## config.mk

```make
export PLATFORM = sky130hd
export DESIGN_NAME = pdm_mic_rx_flat
export DESIGN_NICKNAME = d
export VERILOG_FILES = /design/src/rtl/pdm_mic_rx_if.sv /design/src/rtl/pdm_mic_rx.sv /design/src/flat_wrapper.sv
export SDC_FILE = /design/constraint.sdc
export NUM_CORES = 1
export LEC_CHECK = 0
export CAP_MARGIN = 20
export CORE_UTILIZATION = 40
export DETAILED_ROUTE_END_ITERATION = 7
export GPL_TIMING_DRIVEN = 1
export SLEW_MARGIN = 10
export SYNTH_ARGS = -nofsm -noshare
export SYNTH_HDL_FRONTEND = slang
export SYNTH_SLANG_ARGS = --single-unit
```

## constraint.sdc

```tcl
create_clock -name clk -period 2.1 [get_ports clk]
set_input_delay 0.21 -clock clk [delete_from_list [all_inputs] [get_ports clk]]
set_output_delay 0.21 -clock clk [all_outputs]
set_load 0.02 [all_outputs]
```

## src/rtl/pdm_mic_rx_if.sv

```systemverilog
// PCM pair stream from the PDM receiver to the audio path.
// Ports: pcm_l/pcm_r (two's complement samples), pcm_valid, pcm_ready.
// master = producer (drives data/valid), slave = consumer (drives ready).
interface pdm_mic_rx_if #(
    parameter int OUT_W = 8
);
    logic [OUT_W-1:0] pcm_l;
    logic [OUT_W-1:0] pcm_r;
    logic             pcm_valid;
    logic             pcm_ready;

    modport master (output pcm_l, output pcm_r, output pcm_valid, input pcm_ready);
    modport slave  (input pcm_l, input pcm_r, input pcm_valid, output pcm_ready);
endinterface

```

## src/rtl/pdm_mic_rx.sv

```systemverilog
// Stereo PDM mic receiver: drives mic_clk, splits the shared data line into
//   left (mic_clk high phase) and right (low phase) bits, and ones-count decimates.
// Latency: pcm_valid rises one clk after the DECIM-th right-bit sample.
// Backpressure: a new pair overwrites an unaccepted one and sets sticky overrun.
// Ports: clk, rst_n (async, active low), en, mic_clk, mic_data (async input),
//   pcm (pdm_mic_rx_if.master: pcm_l, pcm_r, pcm_valid, pcm_ready),
//   overrun (sticky), overrun_clr (single-cycle clear).
module pdm_mic_rx #(
    parameter int CLK_DIV = 16,
    parameter int DECIM   = 64,
    parameter int OUT_W   = 8
) (
    input  logic                clk,
    input  logic                rst_n,
    input  logic                en,
    output logic                mic_clk,
    input  logic                mic_data,
    pdm_mic_rx_if.master        pcm,
    output logic                overrun,
    input  logic                overrun_clr
);
    localparam int DIV_W = (CLK_DIV > 1) ? $clog2(CLK_DIV) : 1;
    localparam int CNT_W = $clog2(DECIM);
    localparam int ACC_W = CNT_W + 1;   // holds 0..DECIM inclusive

    logic             data_s1_q, data_s2_q;
    logic [DIV_W-1:0] div_cnt_q, div_cnt_d;
    logic             mic_clk_q, mic_clk_d;
    logic [CNT_W-1:0] bit_cnt_q, bit_cnt_d;
    logic [ACC_W-1:0] acc_l_q, acc_l_d;
    logic [ACC_W-1:0] acc_r_q, acc_r_d;
    logic [OUT_W-1:0] pcm_l_q, pcm_l_d;
    logic [OUT_W-1:0] pcm_r_q, pcm_r_d;
    logic             pcm_valid_q, pcm_valid_d;
    logic             overrun_q, overrun_d;

    logic             toggle;
    logic             smp_l;
    logic             smp_r;
    logic             win_done;
    logic             xfer;
    logic [ACC_W-1:0] acc_r_fin;

    // The bit is sampled on the toggle cycle, i.e. just before the mic_clk
    // edge, when the mic has held it stable for a full half-period.
    assign toggle    = en && (div_cnt_q == DIV_W'(CLK_DIV - 1));
    assign smp_l     = toggle && mic_clk_q;
    assign smp_r     = toggle && !mic_clk_q;
    assign win_done  = smp_r && (bit_cnt_q == CNT_W'(DECIM - 1));
    assign acc_r_fin = acc_r_q + ACC_W'(data_s2_q);
    assign xfer      = pcm_valid_q && pcm.pcm_ready;

    // Divider, accumulators and window counter
    always_comb begin
        div_cnt_d = div_cnt_q;
        mic_clk_d = mic_clk_q;
        bit_cnt_d = bit_cnt_q;
        acc_l_d   = acc_l_q;
        acc_r_d   = acc_r_q;
        if (!en) begin
            // Partial window is discarded; next enable starts clean.
            div_cnt_d = '0;
            mic_clk_d = 1'b0;
            bit_cnt_d = '0;
            acc_l_d   = '0;
            acc_r_d   = '0;
        end else begin
            div_cnt_d = toggle ? '0 : div_cnt_q + DIV_W'(1);
            if (toggle) begin
                mic_clk_d = !mic_clk_q;
            end
            if (smp_l) begin
                acc_l_d = acc_l_q + ACC_W'(data_s2_q);
            end
            if (smp_r) begin
                if (win_done) begin
                    acc_l_d   = '0;
                    acc_r_d   = '0;
                    bit_cnt_d = '0;
                end else begin
                    acc_r_d   = acc_r_fin;
                    bit_cnt_d = bit_cnt_q + CNT_W'(1);
                end
            end
        end
    end

    // Output holding register and overrun flag
    always_comb begin
        pcm_l_d     = pcm_l_q;
        pcm_r_d     = pcm_r_q;
        pcm_valid_d = pcm_valid_q;
        overrun_d   = overrun_q;
        if (xfer) begin
            pcm_valid_d = 1'b0;
        end
        if (win_done) begin
            // Zero-extend then subtract the midpoint; modular arithmetic in
            // OUT_W bits yields the sign-extended centred value.
            pcm_l_d     = OUT_W'(acc_l_q) - OUT_W'(DECIM / 2);
            pcm_r_d     = OUT_W'(acc_r_fin) - OUT_W'(DECIM / 2);
            pcm_valid_d = 1'b1;
        end
        if (overrun_clr) begin
            overrun_d = 1'b0;
        end
        // Set has priority over a same-cycle clear.
        if (win_done && pcm_valid_q && !pcm.pcm_ready) begin
            overrun_d = 1'b1;
        end
    end

    always_ff @(posedge clk or negedge rst_n) begin
        if (!rst_n) begin
            data_s1_q   <= 1'b0;
            data_s2_q   <= 1'b0;
            div_cnt_q   <= '0;
            mic_clk_q   <= 1'b0;
            bit_cnt_q   <= '0;
            acc_l_q     <= '0;
            acc_r_q     <= '0;
            pcm_l_q     <= '0;
            pcm_r_q     <= '0;
            pcm_valid_q <= 1'b0;
            overrun_q   <= 1'b0;
        end else begin
            data_s1_q   <= mic_data;
            data_s2_q   <= data_s1_q;
            div_cnt_q   <= div_cnt_d;
            mic_clk_q   <= mic_clk_d;
            bit_cnt_q   <= bit_cnt_d;
            acc_l_q     <= acc_l_d;
            acc_r_q     <= acc_r_d;
            pcm_l_q     <= pcm_l_d;
            pcm_r_q     <= pcm_r_d;
            pcm_valid_q <= pcm_valid_d;
            overrun_q   <= overrun_d;
        end
    end

    assign mic_clk       = mic_clk_q;
    assign pcm.pcm_l     = pcm_l_q;
    assign pcm.pcm_r     = pcm_r_q;
    assign pcm.pcm_valid = pcm_valid_q;
    assign overrun       = overrun_q;
endmodule

```

## src/flat_wrapper.sv

```systemverilog
// flat-port wrapper written by rule: the top's interface ports become plain ports
module pdm_mic_rx_flat 
#(
    parameter int CLK_DIV = 16,
    parameter int DECIM   = 64,
    parameter int OUT_W   = 8
)
  (clk, rst_n, en, mic_clk, mic_data, overrun, overrun_clr, pcm_pcm_l, pcm_pcm_r, pcm_pcm_valid, pcm_pcm_ready);
  pdm_mic_rx_if #(.OUT_W(OUT_W)) pcm_i ();
  input  logic clk;
  input  logic rst_n;
  input  logic en;
  output logic mic_clk;
  input  logic mic_data;
  output logic overrun;
  input  logic overrun_clr;
  output wire logic [$bits(pcm_i.pcm_l)-1:0] pcm_pcm_l;
  output wire logic [$bits(pcm_i.pcm_r)-1:0] pcm_pcm_r;
  output wire logic [$bits(pcm_i.pcm_valid)-1:0] pcm_pcm_valid;
  input wire logic [$bits(pcm_i.pcm_ready)-1:0] pcm_pcm_ready;
  assign pcm_pcm_l = pcm_i.pcm_l;
  assign pcm_pcm_r = pcm_i.pcm_r;
  assign pcm_pcm_valid = pcm_i.pcm_valid;
  assign pcm_i.pcm_ready = pcm_pcm_ready;
  pdm_mic_rx #(.CLK_DIV(CLK_DIV), .DECIM(DECIM), .OUT_W(OUT_W)) u_core (.clk(clk), .rst_n(rst_n), .en(en), .mic_clk(mic_clk), .mic_data(mic_data), .pcm(pcm_i), .overrun(overrun), .overrun_clr(overrun_clr));
endmodule
```

==> qor.yml, run 1 <==
status: "finished with violations"
violations: "hold timing"
power_density_nw_per_um2: 623
synth_cell_types: 38
vias_per_cell: 4.95
dieArea_um2: 5530
drv_slew: 0
yosys_warnings: 0
synth_edf_count: 0
post-route-period-util_pct: 89.3
p_sw_mw: 0.339
rr_startpoint: "u_core.div_cnt_q[0]"
nets: 251
cts-htree-levels: 2
remaining_drc_errors: 0
die_height_um: 74.4
post-cts-setup-buffer-count: 0
synth_cells: 209
start_kind: "register"
drtAntennaViolNets: 0
dpl.hpwl_um: 2610
cp_max_fo: 16
cts_tree: "done"
cts_buffers: 5
end_kind: "primary output"
overflow: 0
track_usage_pct: 15.8
antenna_cells: 0
cp.required_ns: 1.89
path_buf_inv: 1
cts_resized: 0
setup_ws_ns: 0.225
grt_first_pass_wirelength_um: 6530
rows: 25
timing.hold.ws_ns: -0.0195
slew_headroom_pct: 62.9
drt-total-wl_um: 3800
die_w_um: 74.4
dpl_worst_slack_ns: 0.325
place_congestion: 0.739
hp-class: "input port to async pin"
yosysSeqAreaShare_pct: 53.7
setup_viol: 0
synth_top_family_by_area: "simple AND/OR/NAND/NOR gates"
cts_sinks: 45
syn_to_final_growth_pct: 21.4
fmax_mhz: 533
skew_ns: 0.00440
combPwrFrac_pct: 3.2
synthesis.area_um2: 2100
ctsRootBufferMaster: "clkbuf_8"
drive_gt1_share_pct: 8.40
worstReg2RegEnd: "u_core.acc_r_q[4]"
firstDrtPassIters: 4
cpPeakStageDelay_ns: 0.70
sequentialPowerShare_pct: 55.5
clk_pin_slew_ns: 0.09
ir_worst_vdd_v: 0.000246
p_sw_share_pct: 21.4
worst_pin_slew_ns: 0.557
critical_path_arrival_ns: 1.67
grt_pass1_vias: 1460
netlist.area_leader.share_pct: 53.7
intPower_mw: 1.25
core-area_um2: 4880
cp_slowest_cell: "clkdlybuf4s50_1"
synth.avg_cell_area_um2: 10.0
r2r_slack_ns: 0.30
finalHoldViolCount: 34
fin_crit_ns: 1.88
cts_buffer_depth: 2
antenna_found_initial: 0
drt_iter0_drc: 105
crit_start: "u_core.mic_clk"
synthArstFlopShare_pct: 100
synth-main-ff-cell: "dfrtp_1"
yosys.area_share.adder_pct: 4.78
yosysTopAreaCell: "dfrtp_1"
clkPwrFrac_pct: 41.4
grt_max_degree: 46
routed-via-count: 1510
synth.net_count: 223
drv_cap: 0
design.portCount: 25
synth.most_common_cell: "nand2_1"
cp_top_family: "buffers and inverters"
crit_path_cell_trace: "clkdlybuf4s50_1"
tns_ns: 0
io_buffers: 24
p_leak_nw: 1.13
synth_common_cells: "52 x nand2_1, 45 x dfrtp_1, 14 x o21ai_0"
synth_simple_gate_area_share_pct: 22.7
rsz0062_at_grt: "no"
cp.depth: 1
critical_path.endpoint: "mic_clk"
path_class: "register to primary output"
start_util_pct: 42.9
synth-xor-area-share_pct: 5.43
insertion_delay_ns: 0.29
ys_top_cells_by_area: "dfrtp_1 54%, nand2_1 9.3%, ha_1 4.8%"
synth.area.mux_share_pct: 1.01
r2r_cells: 5
cts_hold_buf: 0
routedWlPerCell_um: 12.5
synth-seq-cells: 45
synth_compound_gate_area_share_pct: 9.97
## state kept, by name (all words and copies together) (netlist names), 4 cells and up
name / count
u_core.acc_l_q: 7
u_core.acc_r_q: 7
u_core.bit_cnt_q: 6
u_core.div_cnt_q: 4
u_core.pcm.pcm_l: 8
u_core.pcm.pcm_r: 8
## logic make-up (layout without fill, tap and decap cells)
family          count (synthesis)  count (layout)
simple gates                   98              98
flops                          45              45
compound gates                 31              31
xor+xnor                       13              13
buf+inv                        12              41
fa+ha+maj                       8               8
mux                             2               2
## cells in the final DEF, fill, tap and decap left out, drive strengths merged, types with 6 or more instances in the layout
master / Yosys / layout
and2: 6 / 6
buf: 5 / 6
clkdlybuf4s50: 0 / 23
dfrtp: 45 / 45
ha: 8 / 8
nand2: 52 / 52
nand3: 10 / 10
nor2: 12 / 12
o21ai: 14 / 14
xnor2: 8 / 8
## cell type report
class / instances / area, um^2
fillers: 465 / 2330
flip-flops and latches: 45 / 1130
multi-input cells: 152 / 920
repair buffers: 29 / 285
well taps: 67 / 83.8
clock buffers: 5 / 68.8
clock inverters: 3 / 46.3
inverters: 4 / 15.0
## worst min-delay path by stage
stage | start | endpoint | slack, ns | depth (start not counted)
after floorplan | rst_n | u_core.acc_l_q[0] | -0.09 | 0
after global placement | rst_n | u_core.acc_r_q[6] | 0.33 | 2
after detailed placement | rst_n | u_core.acc_r_q[6] | 0.33 | 2
after CTS | rst_n | u_core.pcm.pcm_r[1] | 0.006 | 2
after global routing | rst_n | u_core.pcm.pcm_r[7] | 0.05 | 2
final | rst_n | u_core.pcm.pcm_r[1] | -0.02 | 2
## layer usage
metal  global-route usage (%)  routed length (um)  vias to the layer above  part of all wire (%)
li1                         -                   -                      770                     -
met1                     20.9                1970                      708                    52
met2                     25.3                1630                       27                    43
met3                     4.20                 153                        5                   4.0
met4                     5.03                  49                        0                   1.3
met5                        0                   0                        -                     0
## metrics by stage
step	instances	util [%]	power [mW]	hold WS, ns	instance area [um^2]
floorplan	209	-	0.915	-0.0856	2100
global placement	297	49.8	0.949	0.329	2430
detailed placement	297	49.8	0.949	0.331	2430
CTS	305	52.2	1.61	0.00567	2540
global route	305	52.2	1.65	0.0465	2540
finish	305	52.2	1.59	-0.0195	2540
## power by group through the flow
| stage | Sequential, mW | Clock (mW) | Combinational [mW] |
|---|---|---|---|
| floorplan | 0.893 | 0 | 0.0222 |
| CTS | 0.879 | 0.678 | 0.0525 |
| global placement | 0.897 | 0 | 0.0522 |
| detailed placement | 0.897 | 0 | 0.0521 |
| finish | 0.880 | 0.656 | 0.0500 |
| global route | 0.881 | 0.713 | 0.0584 |
No activity file was read; power rests on OpenSTA's default activity.
==> run 2: changes to the inputs <==
- SLEW_MARGIN: 10 -> unset
==> results of run 2 <==
The final DEF is identical to that of run 1; final timing and power are the same.
==> run 3: changes to the inputs <==
- ABC_AREA: unset -> 1
==> run 3 against run 2 <==
Effect of this change:
- the run still ends with hold timing left
- hold slack better by 0.0048 ns
- cell area up 0.98%
- critical path depth up 8
- die area up 3.5%
- core utilization down 2.5 points
- maximum frequency up 7.5%
- routed wire length up 0.71%
- flip-flop and latch count unchanged
- non-clock buffer count down 2
- clock power down 23%
- global-route usage down 0.50 points
- critical endpoint is now u_core.pcm.pcm_r[6]
- sequential power up 2%
==> qor.yml, run 3 <==
fin_crit_ns: 1.74
synth.net_count: 258
die_w_um: 75.7
wl_met3_um: 151
synth_edf_count: 0
slew_headroom_pct: 62.5
skew_ns: 0.00561
fmax_mhz: 573
cts_buffer_depth: 2
cts_sinks: 45
synth-seq-cells: 45
wl_met1_um: 2010
synthArstFlopShare_pct: 100
nets: 288
grt_max_degree: 46
place_congestion: 0.803
dieArea_um2: 5730
start_util_pct: 42.0
instances_no_fill: 345
status: "finished with violations"
yosysTopAreaCell: "dfrtp_1"
final_cell_mix: "81 x nand2_1, 45 x dfrtp_1, 23 x inv_1, 23 x clkdlybuf4s50_1, 14 x nor2_1"
drt-total-wl_um: 3830
sequentialPowerShare_pct: 60.2
synth.avg_cell_area_um2: 8.90
insertion_delay_ns: 0.29
dp_cells: 337
synthesis.area_um2: 2170
clk_pin_slew_ns: 0.08
track_usage_pct: 15.3
ys_top_cells_by_area: "dfrtp_1 52%, nand2_1 14%, o21ai_2 5.2%"
syn_to_final_growth_pct: 18.4
setup_viol: 0
drtAntennaViolNets: 0
rows: 26
path_class: "register to register"
clkPwrFrac_pct: 33.9
violations: "hold timing"
design.portCount: 25
io_buffers: 24
grt_pass1_vias: 1385
p_leak_nw: 1.24
cts_resized: 0
intPower_mw: 1.14
drv_slew: 0
combPwrFrac_pct: 5.9
wl_met2_um: 1600
synth_cell_types: 27
synth-main-ff-cell: "dfrtp_1"
ctsRootBufferMaster: "clkbuf_8"
vias_per_cell: 4.52
p_sw_share_pct: 23.5
cp_max_fo: 3
synth.most_common_cell: "nand2_1"
critical_path_arrival_ns: 1.97
cp.required_ns: 2.32
overflow: 0
top_layer: "met4"
end_kind: "register"
worst_pin_slew_ns: 0.562
dpl.hpwl_um: 2680
drv_cap: 0
p_sw_mw: 0.350
hp-class: "input port to async pin"
ir_worst_vdd_v: 0.000290
antenna_cells: 0
routed-via-count: 1560
cts_hold_buf: 0
remaining_drc_errors: 0
start_kind: "register"
die_height_um: 75.7
antenna_found_initial: 0
netlist.area_leader.share_pct: 51.9
post-route-period-util_pct: 83.1
rsz0062_at_grt: "no"
firstDrtPassIters: 4
yosysSeqAreaShare_pct: 51.9
cts_buffers: 5
r2r_cells: 9
yosys_warnings: 0
tns_ns: 0
drive_gt1_share_pct: 14.2
cts_tree: "done"
post-cts-setup-buffer-count: 0
drt_iter0_drc: 90
finalHoldViolCount: 35
synth_cells: 244
routedWlPerCell_um: 11.1
power_density_nw_per_um2: 580
cts-htree-levels: 2
grt_first_pass_wirelength_um: 6440
timing.hold.ws_ns: -0.0147
final_common_cell: "nand2_1"
core-area_um2: 5170
synth_common_cells: "81 x nand2_1, 45 x dfrtp_1, 23 x inv_1"
run 3: metrics by stage:
| step | utilization (%) | power, mW | instance area, um^2 | setup slack [ns] |
|---|---|---|---|---|
| 6_report | 49.7 | 1.49 | 2570 | 0.355 |
| 3_5_place_dp | 48.1 | 1.00 | 2490 | 0.376 |
| 2_1_floorplan | - | 0.956 | 2170 | 0.492 |
| 3_3_place_gp | 48.1 | 1.00 | 2490 | 0.398 |
| 4_1_cts | 49.7 | 1.52 | 2570 | 0.352 |
| 5_1_grt | 49.7 | 1.57 | 2570 | 0.221 |
run 3: final cells by class:
type	instances	area, um^2
fill	480	2600
sequential	45	1130
multi-input combinational	169	903
timing repair buffer	27	270
inverter	26	100
tap	70	87.6
clock buffer	6	72.6
clock inverter	2	10.0
run 3: cell families after synthesis:
group	count (synthesis)	share of synthesized area (%)
flip-flops	45	51.9
adder cells (fa/ha/maj)	8	4.61
XOR/XNOR	4	1.61
AND/OR/NAND/NOR	125	25.3
AO/OA/AOI/OAI	32	10.1
buffers and inverters	30	6.51
run 3: per-layer routing:
metal | vias up | track usage (%)
met5 | - | 0
met4 | 0 | 6.58
met3 | 6 | 3.97
met2 | 30 | 23.4
met1 | 686 | 20.6
li1 | 838 | -
run 3: final timing paths:
path	from	end	slack [ns]
worst min-delay path	rst_n	u_core.bit_cnt_q[0]	-0.01
worst min register to register	u_core.data_s1_q	u_core.data_s2_q	0.38
worst max register to register	u_core.data_s2_q	u_core.pcm.pcm_r[6]	0.36
worst max-delay path	u_core.data_s2_q	u_core.pcm.pcm_r[6]	0.36
max in group asynchronous	rst_n	u_core.overrun	1.73
min in group clk	mic_data	u_core.data_s1_q	0.35
run 3: worst max-delay path: stages (launching register included):
cell	delay [ns]
dfrtp_1	0.37
ha_1	0.21
ha_1	0.20
nand3_1	0.12
nor2_1	0.14
nand3b_1	0.09
nand2_1	0.08
inv_1	0.04
ha_1	0.29
o21ai_2	0.13
run 3: power groups by stage:
stage / combinational [mW] / sequential, mW / clock [mW]
2_1_floorplan: 0.0429 / 0.913 / 0
3_3_place_gp: 0.0901 / 0.913 / 0
3_5_place_dp: 0.0898 / 0.913 / 0
4_1_cts: 0.0902 / 0.896 / 0.532
5_1_grt: 0.101 / 0.900 / 0.569
6_report: 0.0878 / 0.897 / 0.506
